### src/rtl/mem_bus_arbiter_if.sv
// Bundle of requester-side and memory-side signals around the memory port arbiter.
// The master modport is the arbiter's view; slave is the view of the caches, DMA and memory.
interface mem_bus_arbiter_if #(
    parameter int WORD_SIZE  = 16,
    parameter int QWORD_SIZE = 64
);
    logic                  i_req;
    logic [WORD_SIZE-1:0]  i_addr;
    logic [WORD_SIZE-1:0]  i_size;
    logic                  i_gnt;
    logic                  i_ack;

    logic                  d_rd;
    logic                  d_wr;
    logic [WORD_SIZE-1:0]  d_addr;
    logic [WORD_SIZE-1:0]  d_size;
    logic [QWORD_SIZE-1:0] d_wdata;
    logic                  d_gnt;
    logic                  d_ack;

    logic                  dma_br;
    logic                  dma_bg;
    logic                  dma_wr;
    logic [WORD_SIZE-1:0]  dma_addr;
    logic [WORD_SIZE-1:0]  dma_size;
    logic [QWORD_SIZE-1:0] dma_wdata;
    logic                  dma_ack;

    logic                  m__read_m;
    logic                  m__write_m;
    logic [WORD_SIZE-1:0]  m__addr;
    logic [WORD_SIZE-1:0]  m__size;
    logic [QWORD_SIZE-1:0] m__wdata;
    logic                  m__ready;
    logic                  m__ack;

    modport master (
        input  i_req, i_addr, i_size,
        output i_gnt, i_ack,
        input  d_rd, d_wr, d_addr, d_size, d_wdata,
        output d_gnt, d_ack,
        input  dma_br, dma_wr, dma_addr, dma_size, dma_wdata,
        output dma_bg, dma_ack,
        output m__read_m, m__write_m, m__addr, m__size, m__wdata,
        input  m__ready, m__ack
    );

    modport slave (
        output i_req, i_addr, i_size,
        input  i_gnt, i_ack,
        output d_rd, d_wr, d_addr, d_size, d_wdata,
        input  d_gnt, d_ack,
        output dma_br, dma_wr, dma_addr, dma_size, dma_wdata,
        input  dma_bg, dma_ack,
        input  m__read_m, m__write_m, m__addr, m__size, m__wdata,
        output m__ready, m__ack
    );
endinterface

### src/rtl/mem_bus_arbiter.sv
// Shares one memory port between I-cache, D-cache and a bursting DMA engine.
// All outputs come straight from registers; the DMA holds the port across transfers.
module mem_bus_arbiter #(
    parameter int WORD_SIZE  = 16,
    parameter int QWORD_SIZE = 64,
    parameter bit CPU_FAIR   = 1'b1
) (
    input logic         clk,
    input logic         reset_n,
    mem_bus_arbiter_if.master bus
);
    typedef enum logic [2:0] {IDLE, BUSY_I, BUSY_D, DMA_OWN, DMA_XFER} state_t;

    typedef struct packed {
        logic                  i_gnt;
        logic                  d_gnt;
        logic                  dma_bg;
        logic                  read_m;
        logic                  write_m;
        logic                  i_ack;
        logic                  d_ack;
        logic                  dma_ack;
        logic [WORD_SIZE-1:0]  addr;
        logic [WORD_SIZE-1:0]  size;
        logic [QWORD_SIZE-1:0] wdata;
    } out_t;

    state_t state_q, state_d;
    out_t   out_q, out_d;
    logic   rr_last_q, rr_last_d;   // 0 = I-cache served last, 1 = D-cache
    logic   dma_served_q, dma_served_d;

    logic i_pend, d_pend, cpu_pend, dma_pend, dma_win, pick_d;

    // A requester drops its level request on the edge where it samples its ack,
    // so during the ack cycle its request is stale and must not be re-granted.
    assign i_pend   = bus.i_req & ~out_q.i_ack;
    assign d_pend   = (bus.d_rd | bus.d_wr) & ~out_q.d_ack;
    assign dma_pend = bus.dma_wr & ~out_q.dma_ack;
    assign cpu_pend = i_pend | d_pend;
    assign dma_win  = bus.dma_br & ~(CPU_FAIR & dma_served_q & cpu_pend);
    assign pick_d   = d_pend & (~i_pend | ~rr_last_q);

    always_ff @(posedge clk or negedge reset_n) begin
        if (!reset_n) begin
            state_q      <= IDLE;
            out_q        <= '0;
            rr_last_q    <= 1'b0;
            dma_served_q <= 1'b0;
        end else begin
            state_q      <= state_d;
            out_q        <= out_d;
            rr_last_q    <= rr_last_d;
            dma_served_q <= dma_served_d;
        end
    end

    always_comb begin
        state_d       = state_q;
        out_d         = out_q;
        rr_last_d     = rr_last_q;
        dma_served_d  = dma_served_q;
        out_d.i_ack   = 1'b0;
        out_d.d_ack   = 1'b0;
        out_d.dma_ack = 1'b0;
        case (state_q)
            IDLE: begin
                if (bus.m__ready) begin
                    if (dma_win) begin
                        state_d      = DMA_OWN;
                        out_d.dma_bg = 1'b1;
                        dma_served_d = 1'b1;
                    end else if (pick_d) begin
                        state_d       = BUSY_D;
                        out_d.d_gnt   = 1'b1;
                        out_d.write_m = bus.d_wr;
                        out_d.read_m  = ~bus.d_wr;
                        out_d.addr    = bus.d_addr;
                        out_d.size    = bus.d_size;
                        out_d.wdata   = bus.d_wr ? bus.d_wdata : '0;
                        rr_last_d     = 1'b1;
                        dma_served_d  = 1'b0;
                    end else if (i_pend) begin
                        state_d      = BUSY_I;
                        out_d.i_gnt  = 1'b1;
                        out_d.read_m = 1'b1;
                        out_d.addr   = bus.i_addr;
                        out_d.size   = bus.i_size;
                        out_d.wdata  = '0;
                        rr_last_d    = 1'b0;
                        dma_served_d = 1'b0;
                    end
                end
            end
            BUSY_I, BUSY_D: begin
                if (bus.m__ack) begin
                    state_d       = IDLE;
                    out_d.i_gnt   = 1'b0;
                    out_d.d_gnt   = 1'b0;
                    out_d.read_m  = 1'b0;
                    out_d.write_m = 1'b0;
                    out_d.i_ack   = (state_q == BUSY_I);
                    out_d.d_ack   = (state_q == BUSY_D);
                end
            end
            DMA_OWN: begin
                if (dma_pend && bus.m__ready) begin
                    state_d       = DMA_XFER;
                    out_d.write_m = 1'b1;
                    out_d.addr    = bus.dma_addr;
                    out_d.size    = bus.dma_size;
                    out_d.wdata   = bus.dma_wdata;
                end else if (!bus.dma_br && !dma_pend) begin
                    state_d      = IDLE;
                    out_d.dma_bg = 1'b0;
                end
            end
            DMA_XFER: begin
                if (bus.m__ack) begin
                    state_d       = DMA_OWN;
                    out_d.write_m = 1'b0;
                    out_d.dma_ack = 1'b1;
                end
            end
            default: state_d = IDLE;
        endcase
    end

    assign bus.i_gnt      = out_q.i_gnt;
    assign bus.i_ack      = out_q.i_ack;
    assign bus.d_gnt      = out_q.d_gnt;
    assign bus.d_ack      = out_q.d_ack;
    assign bus.dma_bg     = out_q.dma_bg;
    assign bus.dma_ack    = out_q.dma_ack;
    assign bus.m__read_m  = out_q.read_m;
    assign bus.m__write_m = out_q.write_m;
    assign bus.m__addr    = out_q.addr;
    assign bus.m__size    = out_q.size;
    assign bus.m__wdata   = out_q.wdata;
endmodule

### src/flat_wrapper.sv
// flat-port wrapper written by rule: the top's interface ports become plain ports
module mem_bus_arbiter_flat 
#(
    parameter int WORD_SIZE  = 16,
    parameter int QWORD_SIZE = 64,
    parameter bit CPU_FAIR   = 1'b1
)
  (clk, reset_n, bus_i_req, bus_i_addr, bus_i_size, bus_i_gnt, bus_i_ack, bus_d_rd, bus_d_wr, bus_d_addr, bus_d_size, bus_d_wdata, bus_d_gnt, bus_d_ack, bus_dma_br, bus_dma_wr, bus_dma_addr, bus_dma_size, bus_dma_wdata, bus_dma_bg, bus_dma_ack, bus_m__read_m, bus_m__write_m, bus_m__addr, bus_m__size, bus_m__wdata, bus_m__ready, bus_m__ack);
  mem_bus_arbiter_if #(.WORD_SIZE(WORD_SIZE), .QWORD_SIZE(QWORD_SIZE)) bus_i ();
  input logic clk;
  input logic reset_n;
  input wire logic [$bits(bus_i.i_req)-1:0] bus_i_req;
  input wire logic [$bits(bus_i.i_addr)-1:0] bus_i_addr;
  input wire logic [$bits(bus_i.i_size)-1:0] bus_i_size;
  output wire logic [$bits(bus_i.i_gnt)-1:0] bus_i_gnt;
  output wire logic [$bits(bus_i.i_ack)-1:0] bus_i_ack;
  input wire logic [$bits(bus_i.d_rd)-1:0] bus_d_rd;
  input wire logic [$bits(bus_i.d_wr)-1:0] bus_d_wr;
  input wire logic [$bits(bus_i.d_addr)-1:0] bus_d_addr;
  input wire logic [$bits(bus_i.d_size)-1:0] bus_d_size;
  input wire logic [$bits(bus_i.d_wdata)-1:0] bus_d_wdata;
  output wire logic [$bits(bus_i.d_gnt)-1:0] bus_d_gnt;
  output wire logic [$bits(bus_i.d_ack)-1:0] bus_d_ack;
  input wire logic [$bits(bus_i.dma_br)-1:0] bus_dma_br;
  input wire logic [$bits(bus_i.dma_wr)-1:0] bus_dma_wr;
  input wire logic [$bits(bus_i.dma_addr)-1:0] bus_dma_addr;
  input wire logic [$bits(bus_i.dma_size)-1:0] bus_dma_size;
  input wire logic [$bits(bus_i.dma_wdata)-1:0] bus_dma_wdata;
  output wire logic [$bits(bus_i.dma_bg)-1:0] bus_dma_bg;
  output wire logic [$bits(bus_i.dma_ack)-1:0] bus_dma_ack;
  output wire logic [$bits(bus_i.m__read_m)-1:0] bus_m__read_m;
  output wire logic [$bits(bus_i.m__write_m)-1:0] bus_m__write_m;
  output wire logic [$bits(bus_i.m__addr)-1:0] bus_m__addr;
  output wire logic [$bits(bus_i.m__size)-1:0] bus_m__size;
  output wire logic [$bits(bus_i.m__wdata)-1:0] bus_m__wdata;
  input wire logic [$bits(bus_i.m__ready)-1:0] bus_m__ready;
  input wire logic [$bits(bus_i.m__ack)-1:0] bus_m__ack;
  assign bus_i.i_req = bus_i_req;
  assign bus_i.i_addr = bus_i_addr;
  assign bus_i.i_size = bus_i_size;
  assign bus_i_gnt = bus_i.i_gnt;
  assign bus_i_ack = bus_i.i_ack;
  assign bus_i.d_rd = bus_d_rd;
  assign bus_i.d_wr = bus_d_wr;
  assign bus_i.d_addr = bus_d_addr;
  assign bus_i.d_size = bus_d_size;
  assign bus_i.d_wdata = bus_d_wdata;
  assign bus_d_gnt = bus_i.d_gnt;
  assign bus_d_ack = bus_i.d_ack;
  assign bus_i.dma_br = bus_dma_br;
  assign bus_i.dma_wr = bus_dma_wr;
  assign bus_i.dma_addr = bus_dma_addr;
  assign bus_i.dma_size = bus_dma_size;
  assign bus_i.dma_wdata = bus_dma_wdata;
  assign bus_dma_bg = bus_i.dma_bg;
  assign bus_dma_ack = bus_i.dma_ack;
  assign bus_m__read_m = bus_i.m__read_m;
  assign bus_m__write_m = bus_i.m__write_m;
  assign bus_m__addr = bus_i.m__addr;
  assign bus_m__size = bus_i.m__size;
  assign bus_m__wdata = bus_i.m__wdata;
  assign bus_i.m__ready = bus_m__ready;
  assign bus_i.m__ack = bus_m__ack;
  mem_bus_arbiter #(.WORD_SIZE(WORD_SIZE), .QWORD_SIZE(QWORD_SIZE), .CPU_FAIR(CPU_FAIR)) u_core (.clk(clk), .reset_n(reset_n), .bus(bus_i));
endmodule
### config.mk
export PLATFORM = sky130hd
export DESIGN_NAME = mem_bus_arbiter_flat
export DESIGN_NICKNAME = d
export VERILOG_FILES = /design/src/rtl/mem_bus_arbiter_if.sv /design/src/rtl/mem_bus_arbiter.sv /design/src/flat_wrapper.sv
export SDC_FILE = /design/constraint.sdc
export NUM_CORES = 1
export LEC_CHECK = 0
export ABC_AREA = 1
export CAP_MARGIN = 0
export CORE_MARGIN = 2
export CORE_UTILIZATION = 39
export CTS_CLUSTER_SIZE = 8
export DETAILED_ROUTE_END_ITERATION = 10
export PLACE_DENSITY = 0.8
export SYNTH_ARGS = -nofsm -noshare
export SYNTH_HDL_FRONTEND = slang
export SYNTH_SLANG_ARGS = --single-unit
### constraint.sdc
create_clock -name clk -period 1.8 [get_ports clk]
set_input_delay 0.36 -clock clk [delete_from_list [all_inputs] [get_ports clk]]
set_output_delay 0.36 -clock clk [all_outputs]
set_load 0.005 [all_outputs]
Word-level counts from Yosys, hierarchy flattened
Index checks and enable logic that the tools add are counted.

Eq/ne operators: 18. Muxes and demuxes: 42. Bitwise logic cells: 17. Reduce and logical (&&, ||, !) cells: 20.

Operator list (count): 96-bit 2-to-1 mux (5); 96-bit case mux with 2 select lines (1); 64-bit 2-to-1 mux (1); 5-bit AND reduction (5); 3-bit 2-to-1 mux (8); 1-bit 2-to-1 mux (16); 2-bit != test, second input constant (6); 3-bit case mux with 4 select lines (1); 2-bit by 1-bit != test with 1-bit output, second input constant (5); 2-bit 2-to-1 mux (4); 1-bit NOT (8); 7-bit AND reduction (1); 1-bit bitwise AND (6); 3-bit by 2-bit equality test with 1-bit output, second input constant (2); 3-bit by 1-bit != test with 1-bit output, second input constant (2); 6-bit AND reduction (1); 2-bit nonzero test (3); 5-bit 2-to-1 mux (1); 4-bit 2-to-1 mux (1); 4-bit by 1-bit != test with 1-bit output, second input constant (1); 1-bit case mux with 2 select lines (2); 1-bit case mux with 4 select lines (1); 2-bit case mux with 2 select lines (1); 4-bit AND reduction (1); 10 further kinds (14).

Register bits: 109. Input bits: 233. Output and inout bits: 104. Word-level logic and storage cells: 111.

Longest topological paths before layout
Depth after elaboration: 9. Gate-level depth with buffers: 11. Mapped depth without buffers: 9.

Worst setup path after synthesis
Ideal clock, no wire load.

Kind: flip-flop to flip-flop. Start point: register u_core.state_q[0]. End point: register u_core.out_q, in the netlist u_core.bus.m__wdata[51]. Library setup time: 0.117 ns. Data arrival time: 1.499 ns. Required time: 1.683 ns. Slack: 0.185 ns. Cell stages (with the launch flop): 11. Path buffers: 2. Clock period less this slack: 1.615 ns. Path through: dfrtp_1 > nor2_1 > nand2_1 > inv_2 > nand2_1 > a21oi_2 > nand2_2 > buf_2 > buf_2 > nand2_1 > nand2_1.

Cells in the longest elaborated chain, start to end: 3. Elaborated cells on any way between the ends: 9. Those cells by class: eq/ne: 5; mux: 1; reduce/logical: 3.

RTL lines: start: declaration (RTL line mem_bus_arbiter.sv:28) `state_t state_q, state_d;`; start signal: assignment (RTL line mem_bus_arbiter.sv:51) `state_q <= state_d;`; 3-bit by 2-bit equality test with 1-bit output / 3-bit zero test (equally long branches) (RTL line mem_bus_arbiter.sv:66) `case (state_q)`; 2-bit by 1-bit != test with 1-bit output (no source line), or another cell as far along; 5-bit AND reduction (no source line); end signal: assignment (RTL line mem_bus_arbiter.sv:52) `out_q <= out_d;`; end: declaration (RTL line mem_bus_arbiter.sv:29) `out_t out_q, out_d;`.

Parallel ways exist; a longest one is shown, timed or not. A chain may end at the register's enable or synchronous reset.

Final worst setup path
Start point: input port bus_d_wr. End point: register u_core.out_q, in the netlist u_core.bus.m__wdata[25].

Cells in the longest elaborated chain, start to end: 8. Elaborated cells on any way between the ends: 15. Those cells by class: eq/ne: 2; mux: 5; bitwise: 7; reduce/logical: 1.

RTL lines: start: declaration (RTL line flat_wrapper.sv:18) `input wire logic [$bits(bus_i.d_wr)-1:0] bus_d_wr;`; 1-bit OR (RTL line mem_bus_arbiter.sv:38) `assign d_pend = (bus.d_rd | bus.d_wr) & ~out_q.d_ack;`; 1-bit bitwise AND (RTL line mem_bus_arbiter.sv:38); 1-bit OR (RTL line mem_bus_arbiter.sv:40) `assign cpu_pend = i_pend | d_pend;`; 1-bit bitwise AND (RTL line mem_bus_arbiter.sv:41) `assign dma_win = bus.dma_br & ~(CPU_FAIR & dma_served_q & cpu_pend);`; 1-bit NOT (RTL line mem_bus_arbiter.sv:41); 1-bit bitwise AND (RTL line mem_bus_arbiter.sv:41); 2-bit != test (no source line); 5-bit AND reduction (no source line).

Parallel ways exist; a longest one is shown, timed or not. The select of a mux whose other input is x is not followed.

==> reports/results.tsv <==
stage	metric	value	unit
run_status	status	finished clean	
timing	worst_pin_slew	418	ps
detailed_routing	drcViolationCount	0	
setup_path	path_buf_inv	3	
power_and_ir_drop	ir_drop	1.03	mV
global_route	grt_use_total	0.245	
global_route	antenna_found_initial	1	
global_route	grt_pass1_vias	6501	
place	dp_hpwl	16700	um
global_route	grt_max_degree	79	
timing	holdWs	456	ps
power_and_ir_drop	pwr-share-seq	0.297	
synthesis	synthCells	975	
power_and_ir_drop	p_leak	5.38	nW
setup_path	worst_path_max_delay_cell	clkdlybuf4s50_1	
die	top_level_ports	337	
detailed_routing	vias	7098	
die	dieArea	16900	sq um
setup_path	worstRegToRegCells	8	
setup_path	path_cells	clkdlybuf4s50_1, nor2_1, nor2_2, nand2_2, inv_2, nand2_2, buf_12, o21ai_0, nand2_1, nand2_1	
power_and_ir_drop	p_int	8.44	mW
power_and_ir_drop	p_sw	5.48	mW
clock_tree	cts.root.buffer_cell	clkbuf_16	
clock_tree	path_clk_slew	80	ps
place	gp_congestion	0.886	
timing	max_freq	0.590	GHz
cells_and_area	area_growth	67.9	%
cells_and_area	seqCellArea	2730	sq um
synthesis	ys_types	22	
die	coreArea	15700	sq um
cells_and_area	drive_gt1_frac	0.0611	
cells_and_area	layout_common_cells	581 x nand2_1, 335 x clkdlybuf4s50_1, 109 x dfrtp_1	
clock_tree	numCtsBuffers	9	
synthesis	syn_area_per_cell	6.37	sq um
detailed_routing	ant_nets	0	
power_and_ir_drop	power_density	1330	nW/um^2
synthesis	ys_ff_latch	109	
setup_path	reg2reg_from	u_core.state_q[1]	
die	fp.dieH	130	um
setup_path	critPathKind	in -> reg	
setup_path	regToRegSetupSlack	130	ps
clock_tree	ctsLongestPathBuffers	2	
die	rows	46	
die	die_x	130	um
setup_path	startpoint_type	input pin	
power_and_ir_drop	clkPwrFrac	0.139	
synthesis	ys_warn_count	0	
timing	setup-violations-final	0	
timing	period_minus_slack	1690	ps
cells_and_area	diodes	0	
cells_and_area	mostFrequentLayoutCell	nand2_1	
setup_path	cp_max_fo	28	
job	maxCapViolations	0	
global_route	grt_overflow	0	
detailed_routing	drt-total-wl	21600	um
clock_tree	clkLatencyLatePin	340	ps
clock_tree	htreeDepth	3	
setup_path	cp.arrival	1970	ps
detailed_routing	viasPerCell	4.61	
setup_path	endpoint_kind	flop	
clock_tree	cts_tree	built	
clock_tree	cts_num_sinks	109	
cells_and_area	n_fill_cell	1366	
global_route	grt_first_pass_wirelength	32400	um
synthesis	syn_area	6210	sq um
cells_and_area	postLayoutCoreUtil	0.664	
cells_and_area	multiInputGateArea	2930	sq um
cells_and_area	final_nets	1553	
detailed_routing	drt_iter0_markers	321	
setup_path	r2r_end	u_core.bus.m__wdata[25]	
die	start_util	0.395	
setup_path	required	2080	ps
synthesis	syn_nets	1208	
detailed_routing	wl_per_cell	14.0	um
timing	fin_skew	9.00	ps
power_and_ir_drop	combPwrFrac	0.565	
min_path	hold_class	in -> async	
synthesis	ys_seq_area_frac	0.439	
place	port_buffers	336	
timing	min_period_over_period	0.941	
timing	slew_headroom	0.721	
setup_path	cp_top_family	buffers and inverters	
timing	fin_setup_tns	0	ps
setup_path	crit_path_max_incr_delay	530	ps
power_and_ir_drop	switching_share	0.394	
detailed_routing	dr.pass1.iters	5	
timing	slew_viol_final	0	
timing	hold_violations	0	
==> power by group through the flow <==
| stage | Clock, mW | Combinational, mW | Sequential (mW) |
|---|---|---|---|
| after floorplan | 0 | 3.57 | 4.14 |
| after global placement | 0 | 7.76 | 4.15 |
| after detailed placement | 0 | 7.90 | 4.15 |
| after CTS | 1.98 | 7.92 | 4.13 |
| after global routing | 2.09 | 8.67 | 4.24 |
| final | 1.93 | 7.85 | 4.13 |
==> sequential cells by signal, indices dropped and copies added (netlist names) <==
| signal | count |
|---|---|
| u_core.bus.m__size | 16 |
| u_core.bus.dma_bg | 1 |
| u_core.bus.i_ack | 1 |
| u_core.rr_last_q | 1 |
| u_core.bus.dma_ack | 1 |
| u_core.state_q | 3 |
| u_core.bus.m__addr | 16 |
| u_core.bus.d_ack | 1 |
| u_core.bus.m__read_m | 1 |
| u_core.bus.m__write_m | 1 |
| u_core.bus.m__wdata | 64 |
| u_core.dma_served_q | 1 |
| u_core.bus.d_gnt | 1 |
| u_core.bus.i_gnt | 1 |
==> repair_timing <==
action	CTS	global route
hold endpoints to repair	23	0
gates resized for setup	0	5
buffers inserted	0	0
hold buffers	1	0
endpoints found under the setup margin	0	17
==> cell usage after synthesis <==
library cell	number	area share
nor2_1	16	0.0097
nand3_1	49	0.039
inv_2	6	0.0036
buf_4	1	0.0012
nand2_1	583	0.35
o21a_1	1	0.0012
o21ai_0	41	0.033
nor2_4	1	0.0018
o22a_1	1	0.0014
o21ai_1	27	0.022
o22ai_1	1	0.0010
nor2_2	1	0.0010
buf_1	7	0.0042
a21oi_1	3	0.0024
a21oi_2	1	0.0014
nand4_1	1	0.0010
buf_2	13	0.010
inv_1	80	0.048
nand2_2	1	0.0010
dfrtp_1	109	0.44
clkbuf_1	28	0.017
buf_6	4	0.0073
==> per-stage QoR <==
stage                     power, mW  cell area [sq um]  instances  worst slack [ps]
final                          13.9              10400       1541               106
after global routing           15.0              10400       1541             -2.46
after CTS                      14.0              10400       1541              71.6
after detailed placement       12.0              10100       1524              -286
after global placement         11.9              10100       1524              -230
after floorplan                7.71               6210        975               185
==> routing by layer <==
layer,GRT usage,routed length [um]
met1,0.289,8440
met5,0,9
met2,0.437,10600
met4,0.0696,503
met3,0.0656,2100
==> cell type report <==
type	count	area share
multi-input combinational	727	0.281
timing repair buffer	387	0.372
tap	216	0.0259
sequential	109	0.262
clock inverter	5	0.00408
clock buffer	11	0.0242
inverter	86	0.0312
==> worst max-delay path by stage <==
stage                                         end  cells after the start  slack, ps               from
after floorplan           u_core.bus.m__wdata[51]                     10        180  u_core.state_q[0]
after global placement     u_core.bus.m__wdata[0]                     11       -230           bus_d_wr
after CTS                 u_core.bus.m__wdata[49]                     10         70           bus_d_wr
after detailed placement  u_core.bus.m__wdata[49]                     10       -290           bus_d_wr
final                     u_core.bus.m__wdata[25]                     10        110           bus_d_wr
after global routing      u_core.bus.m__wdata[12]                     11         -2           bus_d_wr
==> logic make-up (layout without fill, tap and decap cells) <==
family,Yosys count,after routing,synth area share
DFF,109,109,0.439
AOI/OAI and AO/OA,75,75,0.0623
buffers and inverters,139,489,0.0921
and+or+nand+nor,652,652,0.406
(Power assumes the default switching activity.)
